--- src/rtl/bp_pkg.sv ---
// Shared types for the RAT fetch-stage branch predictor: 2-bit counter
// encoding, its post-reset value, and the init/run controller states.
package bp_pkg;

  typedef enum logic [1:0] {
    STRONG_NT = 2'd0,
    WEAK_NT   = 2'd1,
    WEAK_T    = 2'd2,
    STRONG_T  = 2'd3
  } bp_cnt_t;

  localparam bp_cnt_t BP_CNT_INIT = WEAK_T;

  typedef enum logic {
    INIT = 1'b0,
    RUN  = 1'b1
  } bp_state_t;

endpackage

--- src/rtl/bp_cnt_next.sv ---
// Saturating 2-bit counter step: moves one state toward taken or not-taken
// and holds at either end, never wrapping.
module bp_cnt_next
  import bp_pkg::*;
(
  input  bp_cnt_t i_cnt,
  input  logic    i_taken,
  output bp_cnt_t o_cnt
);

  // Next-count selection for the trained entry
  always_comb begin
    o_cnt = i_cnt;
    case (i_cnt)
      STRONG_NT: o_cnt = i_taken ? WEAK_NT  : STRONG_NT;
      WEAK_NT:   o_cnt = i_taken ? WEAK_T   : STRONG_NT;
      WEAK_T:    o_cnt = i_taken ? STRONG_T : WEAK_NT;
      STRONG_T:  o_cnt = i_taken ? STRONG_T : WEAK_T;
      default:   o_cnt = BP_CNT_INIT;
    endcase
  end

endmodule

--- src/rtl/branch_predictor.sv ---
// Pattern history table of 2-bit counters with a post-reset init sweep.
// Optional gshare indexing is enabled by defining BP_GSHARE_EN.
module branch_predictor
  import bp_pkg::*;
#(
  parameter int IDX_BITS = 5,
  parameter int PC_BITS  = 10
) (
  input  logic                BP_CLK,
  input  logic                BP_RST,
  input  logic                BP_LOOKUP,
  input  logic [PC_BITS-1:0]  BP_PC_IN,
  output logic                BP_PRED_VALID,
  output logic                BP_PRED_TAKEN,
  output logic [IDX_BITS-1:0] BP_PRED_IDX,
  input  logic                BP_UPD_VALID,
  input  logic [IDX_BITS-1:0] BP_UPD_IDX,
  input  logic                BP_UPD_TAKEN,
  output logic                BP_READY
);

  localparam int ENTRIES = 1 << IDX_BITS;

  bp_cnt_t             r_table [ENTRIES];
  bp_state_t           r_state;
  logic [IDX_BITS-1:0] r_ptr;
  logic                r_ready;
  logic                r_pred_valid;
  logic                r_pred_taken;
  logic [IDX_BITS-1:0] r_pred_idx;

  logic [IDX_BITS-1:0] w_lookup_idx;
  bp_cnt_t             w_lookup_cnt;
  logic                w_lookup_taken;
  bp_cnt_t             w_upd_cur;
  bp_cnt_t             w_upd_next;
  logic                w_unused_pc;

`ifdef BP_GSHARE_EN
  logic [IDX_BITS-1:0] r_ghr;
  assign w_lookup_idx = BP_PC_IN[IDX_BITS-1:0] ^ r_ghr;
`else
  assign w_lookup_idx = BP_PC_IN[IDX_BITS-1:0];
`endif

  assign w_unused_pc    = ^BP_PC_IN[PC_BITS-1:IDX_BITS];
  assign w_lookup_cnt   = r_table[w_lookup_idx];
  assign w_lookup_taken = (w_lookup_cnt == WEAK_T) || (w_lookup_cnt == STRONG_T);
  assign w_upd_cur      = r_table[BP_UPD_IDX];

  bp_cnt_next u_cnt_next (
    .i_cnt   (w_upd_cur),
    .i_taken (BP_UPD_TAKEN),
    .o_cnt   (w_upd_next)
  );

  // Single write port: sweep writes in INIT, training writes in RUN
  always_ff @(posedge BP_CLK) begin
    if (r_state == INIT) begin
      r_table[r_ptr] <= BP_CNT_INIT;
    end else if (BP_UPD_VALID) begin
      r_table[BP_UPD_IDX] <= w_upd_next;
    end
  end

  // Controller: init sweep, then registered predictions and history
  always_ff @(posedge BP_CLK) begin
    if (BP_RST) begin
      r_state      <= INIT;
      r_ptr        <= {IDX_BITS{1'b0}};
      r_ready      <= 1'b0;
      r_pred_valid <= 1'b0;
      r_pred_taken <= 1'b0;
      r_pred_idx   <= {IDX_BITS{1'b0}};
`ifdef BP_GSHARE_EN
      r_ghr        <= {IDX_BITS{1'b0}};
`endif
    end else begin
      case (r_state)
        INIT: begin
          r_pred_valid <= 1'b0;
          if (r_ptr == {IDX_BITS{1'b1}}) begin
            r_state <= RUN;
            r_ready <= 1'b1;
          end else begin
            r_ptr <= r_ptr + {{(IDX_BITS-1){1'b0}}, 1'b1};
          end
        end
        RUN: begin
          r_pred_valid <= BP_LOOKUP;
          if (BP_LOOKUP) begin
            r_pred_taken <= w_lookup_taken;
            r_pred_idx   <= w_lookup_idx;
          end
`ifdef BP_GSHARE_EN
          if (BP_UPD_VALID) begin
            r_ghr <= {r_ghr[IDX_BITS-2:0], BP_UPD_TAKEN};
          end
`endif
        end
        default: begin
          r_state <= INIT;
          r_ptr   <= {IDX_BITS{1'b0}};
          r_ready <= 1'b0;
        end
      endcase
    end
  end

  assign BP_PRED_VALID = r_pred_valid;
  assign BP_PRED_TAKEN = r_pred_taken;
  assign BP_PRED_IDX   = r_pred_idx;
  assign BP_READY      = r_ready;

endmodule

--- config.mk ---
export PLATFORM = sky130hd
export DESIGN_NAME = branch_predictor
export DESIGN_NICKNAME = d
export VERILOG_FILES = /design/src/rtl/bp_pkg.sv /design/src/rtl/bp_cnt_next.sv /design/src/rtl/branch_predictor.sv
export SDC_FILE = /design/constraint.sdc
export NUM_CORES = 1
export LEC_CHECK = 0
export BUFFER_PORTS_ARGS = -buffer_cell sky130_fd_sc_hd__buf_2
export CORE_MARGIN = 4
export CORE_UTILIZATION = 65
export CTS_BUF_LIST = sky130_fd_sc_hd__clkbuf_4 sky130_fd_sc_hd__clkbuf_8
export CTS_CLUSTER_DIAMETER = 30
export CTS_CLUSTER_SIZE = 8
export DETAILED_ROUTE_END_ITERATION = 12
export GPL_ROUTABILITY_DRIVEN = 1
export GPL_TIMING_DRIVEN = 0
export PLACE_DENSITY = 0.85
export SYNTH_ARGS = -nofsm -noshare
export SYNTH_HDL_FRONTEND = slang
export SYNTH_SLANG_ARGS = --single-unit
--- constraint.sdc ---
create_clock -name BP_CLK -period 4.1 [get_ports BP_CLK]
set_input_delay 0.41 -clock BP_CLK [delete_from_list [all_inputs] [get_ports BP_CLK]]
set_output_delay 0.41 -clock BP_CLK [all_outputs]
set_load 0.02 [all_outputs]
==> results of run 1 <==
==> path summary, 6_finish.rpt <==
kind,startpoint,end,slack (ns),cells after the start
min reg2reg,BP_PRED_IDX[1]$_SDFFE_PP0P_,BP_PRED_IDX[1]$_SDFFE_PP0P_,0.46,2
max,BP_UPD_IDX[0],r_table[31][1]$_DFFE_PP_,1.11,7
max reg2reg,r_table[6][1]$_DFFE_PP_,r_table[31][1]$_DFFE_PP_,1.32,7
min,BP_RST,BP_PRED_IDX[2]$_SDFFE_PP0P_,0.27,2
==> final cells by class <==
cell class / instances / area [sq um] / share of cell area [%]
clock inverters: 4 / 72.6 / 1.77
plain buffers: 13 / 80.1 / 1.95
repair buffers: 20 / 123 / 2.99
flip-flops and latches: 78 / 2200 / 53.7
clock buffers: 12 / 153 / 3.73
multi-input cells: 194 / 1370 / 33.4
inverters: 2 / 7.51 / 0.183
well taps: 72 / 90.1 / 2.20
==> metrics by stage <==
step	instances	instance area (sq um)	hold slack, ns	total power [mW]
final	395	4100	0.274	1.62
after floorplan	287	3660	0.479	0.951
after global routing	395	4100	0.281	1.67
after global placement	378	3840	0.441	0.987
after CTS	395	4100	0.271	1.62
after detailed placement	379	3870	0.451	0.991
==> flip-flops by register name, summed over array words and instances (netlist names) <==
name           cells
r_table           64
BP_PRED_IDX        5
r_ptr              5
BP_PRED_TAKEN      1
BP_PRED_VALID      1
BP_READY           1
r_state            1
==> worst max-delay path, delay by kind of cell <==
kind,cells,cell delay (ns)
AO/OA/AOI/OAI,2,0.43
adder cells (fa/ha/maj),1,0.20
buffers and inverters,1,0.14
AND/OR/NAND/NOR,3,1.58
==> where the power goes <==
group	leakage (nW)	switching [mW]	internal, mW
sequential	0.674	0.00586	0.852
combinational	0.707	0.0739	0.0448
clock	0.113	0.270	0.372
total	1.49	0.350	1.27
==> logic make-up (layout without fill, tap and decap cells) <==
| kind of cell | after synthesis | count (layout) |
|---|---|---|
| AO/OA/AOI/OAI | 46 | 46 |
| XOR/XNOR | 3 | 3 |
| adder cells (fa/ha/maj) | 3 | 3 |
| buffers and inverters | 15 | 51 |
| flip-flops | 78 | 78 |
| multiplexers | 44 | 44 |
| AND/OR/NAND/NOR | 98 | 98 |
==> layout by cell type, fill, tap and decap left out, types with 7 or more instances in the layout <==
cell and count:
a22oi_1 14, mux2i_1 34, nor2_1 44, o21ai_0 7, clkbuf_1 7, clkbuf_8 10, dfxtp_1 14, buf_2 20
a21oi_1 12, nand2_1 26, edfxtp_1 64, mux4_1 7, nand3_1 8
==> metal layers <==
layer | track usage [%] | wire (um)
met5 | 0 | 0
met1 | 34.1 | 3270
met2 | 39.9 | 4050
met3 | 4.17 | 745
met4 | 13.8 | 286
==> out/results.ini, run 1 <==
[cts]
clockRootBuffer=clkbuf_8
cts_resized=0
htree_num_levels=3
clock-sinks=78
cts_setup_buffers=0
cts_tree=yes
clkLatencyLatePin_ns=0.35
path_clk_slew_ns=0.07
numCtsBuffers=9
cts_hold_buf=0
cts_buffer_depth=2

[timing]
hold_viol_final=0
setup_tns_ns=0
rsz0062_at_grt=no
timing.final.ws_setup_ns=1.11
fmax_ghz=0.334
drv_slew=0
setup_viol=0
worst_pin_slew_ns=1.21
worst_clock_skew_ns=0.00697
finalCritPeriodShare_pct=73.0
layout_min_cycle_time_ns=2.99
relSlewSlack_pct=19.3

[yosys]
synthArstFlopShare_pct=0
synthAdderAreaFrac_pct=0.958
ys_warn_count=0
synth_commonest_cells=edfxtp_1, nor2_1, mux2i_1, nand2_1
synth_edf_count=64
synth_compound_area_share_pct=7.97
synth_seq_cells=78
synthCells=287
synth.distinct_cells=37
synth_top_area_cell=edfxtp_1
syn_nets=309
synth_mux_area_share_pct=15.9
synth_xor_area_share_pct=0.719
netlist.area_leader.share_pct=52.6
syn_area_per_cell_sq_um=12.7
synth_most_common_cell=edfxtp_1
syn_area_sq_um=3660
synthSimpleGateAreaFrac_pct=11.8
synth_top_family_by_area=multiplexers
synth_ff_type=edfxtp_1
seq_area_frac_synth_pct=60.2
synth_area_leaders=edfxtp_1, mux2i_1, dfxtp_1, mux4_1, nor2_1

[grt]
grt_usage_pct=25.5
overflow=0
grt_pass1_vias=2568
antenna_found_initial=0
grt_max_degree=33
grt_pass1_wl_mm=13.4

[power]
p_leak_nw=1.49
power.density_nw_per_um2=395
ir_drop_uv=218

[outcome]
status=finished clean

[floorplanning]
die-width_um=83.0
fp.dieArea_sq_um=6890
num_rows=27
core_region_area_sq_um=5470
ios=28
start_util_pct=66.8
die_h_um=83.0

[route]
via_count=2617
drtPass1Iterations=5
drt_iter0_drc=308
viasPerCell=6.63
wl_mm=8.36
wl_per_cell_um=21.2
drc=0
ant_nets=0

[worst_setup_path]
slowest_delay_ns=0.80
crit_path_start_kind=primary input
cp_slowest_cell=nand3_1
worstPathArrival_ns=2.76
worstPathRequired_ns=3.86
worstSetupEndpointType=flop
crit_path_cell_trace=buf_2 -> nor2_1 -> a22oi_1 -> and4_1 -> a211oi_1 -> maj3_1 -> nand3_1
cp_max_fo=32
critPathKind=in2reg

[placement]
place_ws_ns=0.759
gp_congestion=0.915
hpwl_mm=5.56
io_buffer_count=19

[final_layout]
fin_nets=340
area_growth_pct=12.1
nFillCells=359
drive_above_1_share_pct=14.6
antennaDiodeCount=0
utilization_pct=74.9

[worst_hold_path]
min-delay-path-class=in2reg

[flow_run]
max_cap_viol_count=0

(Power assumes the default switching activity.)
==> run 2, diff against run 1 <==
--- a/config.mk
+++ b/config.mk
@@ -7,14 +7,14 @@
 export LEC_CHECK = 0
 export BUFFER_PORTS_ARGS = -buffer_cell sky130_fd_sc_hd__buf_2
 export CORE_MARGIN = 4
-export CORE_UTILIZATION = 65
+export CORE_UTILIZATION = 56
 export CTS_BUF_LIST = sky130_fd_sc_hd__clkbuf_4 sky130_fd_sc_hd__clkbuf_8
 export CTS_CLUSTER_DIAMETER = 30
 export CTS_CLUSTER_SIZE = 8
 export DETAILED_ROUTE_END_ITERATION = 12
 export GPL_ROUTABILITY_DRIVEN = 1
 export GPL_TIMING_DRIVEN = 0
-export PLACE_DENSITY = 0.85
+export PLACE_DENSITY = 0.78
 export SYNTH_ARGS = -nofsm -noshare
 export SYNTH_HDL_FRONTEND = slang
 export SYNTH_SLANG_ARGS = --single-unit
==> constraint.sdc (replaced) <==
create_clock -name BP_CLK -period 2.65 [get_ports BP_CLK]
set_input_delay 0.265 -clock BP_CLK [delete_from_list [all_inputs] [get_ports BP_CLK]]
set_output_delay 0.265 -clock BP_CLK [all_outputs]
set_load 0.02 [all_outputs]
==> out/results.ini, run 2 (same netlist as run 1, synthesis figures left out) <==
[final_layout]
largest-register=r_table
regArea_sq_um=2200  ; unchanged
nFillCells=479  ; +33%
multi_input_area_sq_um=1380  ; +0.37%
largest_reg_flops=64  ; unchanged
fin_nets=340  ; unchanged
mostFrequentLayoutCells=edfxtp_1, nor2_1, mux2i_1, nand2_1, buf_2
area_growth_pct=10.9
drive_above_1_share_pct=14.2  ; -0.31 points
instances_no_fill=400  ; +1.3%
final_common_cell=edfxtp_1
antennaDiodeCount=0  ; unchanged

[grt]
antenna_found_initial=0  ; unchanged
overflow=0  ; unchanged
grt_usage_pct=22.7  ; -2.7 points
grt_pass1_wl_mm=12.9  ; -3.3%
grt_pass1_vias=2512  ; -2.2%
grt_max_degree=33  ; unchanged

[power]
p_int_mw=1.82  ; +44%
power.density_nw_per_um2=581  ; +47%
combPwrFrac_pct=7.8  ; +0.5 points
p_leak_nw=1.48  ; -1.3%
p_sw_share_pct=22.6  ; +0.98 points
p_seq_share_pct=56.4  ; +3.4 points
p_switching_uw=532  ; +52%
clkPwrFrac_pct=35.9  ; -3.8 points
ir_drop_uv=375  ; +72%

[timing]
finalCritPeriodShare_pct=90.4
rsz0062_at_grt=no
layout_min_cycle_time_ns=2.39
drv_slew=0  ; unchanged
worst_clock_skew_ns=0.00871  ; +0.00174 ns
relSlewSlack_pct=23.8  ; +4.5 points
hold_ws_ns=0.138  ; -0.137 ns
worst_pin_slew_ns=1.14  ; -0.0672 ns
hold_viol_final=0  ; unchanged
setup_viol=0  ; unchanged
fmax_ghz=0.418

[route]
drt_iter0_drc=342  ; +11%
ant_nets=0  ; unchanged
wl_mm=8.07  ; -3.4%
viasPerCell=6.30  ; -4.9%
via_count=2521  ; -3.7%
drtPass1Iterations=5  ; unchanged
drc=0  ; unchanged
wl_per_cell_um=20.2  ; -4.6%

[cts]
path_clk_slew_ns=0.08  ; about the same
cts_buffer_depth=2  ; unchanged
clock-sinks=78  ; unchanged
cts_hold_buf=0  ; unchanged
clkLatencyLatePin_ns=0.34  ; about the same
clockRootBuffer=clkbuf_8
cts_tree=yes
numCtsBuffers=9  ; unchanged
htree_num_levels=3  ; unchanged

[worst_setup_path]
crit_path_cell_trace=buf_2 -> nor2_1 -> a22oi_1 -> and4_1 -> a211oi_1 -> maj3_1 -> nand3_2
critPathKind=in2reg
reg2reg_depth=6  ; -1
regToRegSetupSlack_ns=0.38  ; -0.94 ns
cp_max_fo=32  ; unchanged
crit_buf_inv=1  ; unchanged
cp_slowest_cell=nor2_1
r2r_start=r_table[31][1]$_DFFE_PP_
worstPathRequired_ns=2.55  ; -1.31 ns
slowest_delay_ns=0.51  ; -0.29 ns
cpLargestDelayFamily=simple AND/OR/NAND/NOR gates
crit_path_start_kind=primary input
worstPathArrival_ns=2.29  ; -0.47 ns
reg2reg_to=r_table[29][1]$_DFFE_PP_
worstSetupEndpointType=flop

[floorplanning]
num_rows=29  ; +7.4%
core_region_area_sq_um=6350  ; +16%
fp.dieArea_sq_um=7890  ; +14%
die_h_um=88.8  ; +7.0%
start_util_pct=57.6  ; -9.2 points
die-width_um=88.8  ; +7.0%
ios=28  ; unchanged

[worst_hold_path]
hold_start=BP_RST
min-delay-path-class=in2reg
hold_depth=2  ; unchanged
hold_end=BP_PRED_IDX[2]$_SDFFE_PP0P_

[flow_run]
max_cap_viol_count=0  ; unchanged

[outcome]
status=finished clean

[placement]
hpwl_mm=5.54  ; -0.21%
dp_cells=384  ; +1.3%
io_buffer_count=19  ; unchanged
gp_congestion=0.876  ; -4.3%

[run 2: cell type report]
type	count	area share, %
sequential	78	54.3
multi-input combinational	194	33.9
clock buffer	10	3.24
timing repair buffer	20	2.72
tap	77	2.38
buffer	13	1.97
clock inverter	6	1.30
inverter	2	0.185
[run 2: repair_timing]
item / CTS / global route
setup buffers: 0 / 0
endpoints found under the hold margin: 0 / 0
gates resized for setup: 1 / 0
setup endpoints to repair: 32 / 0
[run 2: worst reg2reg max path, delay by kind of cell, from the launching register on]
| family | cells | cell delay (ns) |
|---|---|---|
| adder cells (fa/ha/maj) | 1 | 0.23 |
| AO/OA/AOI/OAI | 2 | 0.32 |
| multiplexers | 1 | 0.17 |
| flip-flops | 1 | 0.40 |
| AND/OR/NAND/NOR | 2 | 0.70 |
[run 2: how the worst max path moves through the flow]
stage          depth (start not counted)                       end           from  slack, ns
6_report                               7  r_table[29][1]$_DFFE_PP_  BP_UPD_IDX[0]       0.26
3_3_place_gp                           8  r_table[10][0]$_DFFE_PP_  BP_UPD_IDX[0]      -1.13
3_5_place_dp                           7   r_table[9][1]$_DFFE_PP_  BP_UPD_IDX[0]      -0.57
2_1_floorplan                          9   r_table[0][0]$_DFFE_PP_  BP_UPD_IDX[1]       0.04
5_1_grt                                7  r_table[29][1]$_DFFE_PP_  BP_UPD_IDX[0]    0.00008
4_1_cts                                7  r_table[21][1]$_DFFE_PP_  BP_UPD_IDX[0]       0.22
[run 2: layer usage]
metal	up-vias	part of all wire, %	global-route usage [%]
met5	-	0	0
met4	0	3.1	10.6
met3	22	7.6	6.05
met2	118	49	37.4
met1	1231	41	27.9
li1	1150	-	-
[run 2: per-stage QoR]
step	area, sq um	setup WS [ns]	util, %	TNS (ns)	power, mW
2_1_floorplan	3660	0.0411	-	0	1.47
3_3_place_gp	3850	-1.13	60.6	-52.08	1.53
3_5_place_dp	3870	-0.566	60.9	-18.10	1.53
4_1_cts	4060	0.218	63.9	0	2.36
5_1_grt	4060	0.0000786	63.9	0	2.44
6_report	4060	0.256	63.9	0	2.36
[run 2: power by group through the flow]
stage          clock network (mW)  registers (mW)  logic, mW
2_1_floorplan                   0            1.35      0.118
3_3_place_gp                    0            1.35      0.174
3_5_place_dp                    0            1.36      0.178
4_1_cts                     0.849            1.33      0.180
5_1_grt                     0.916            1.33      0.196
6_report                    0.844            1.33      0.183
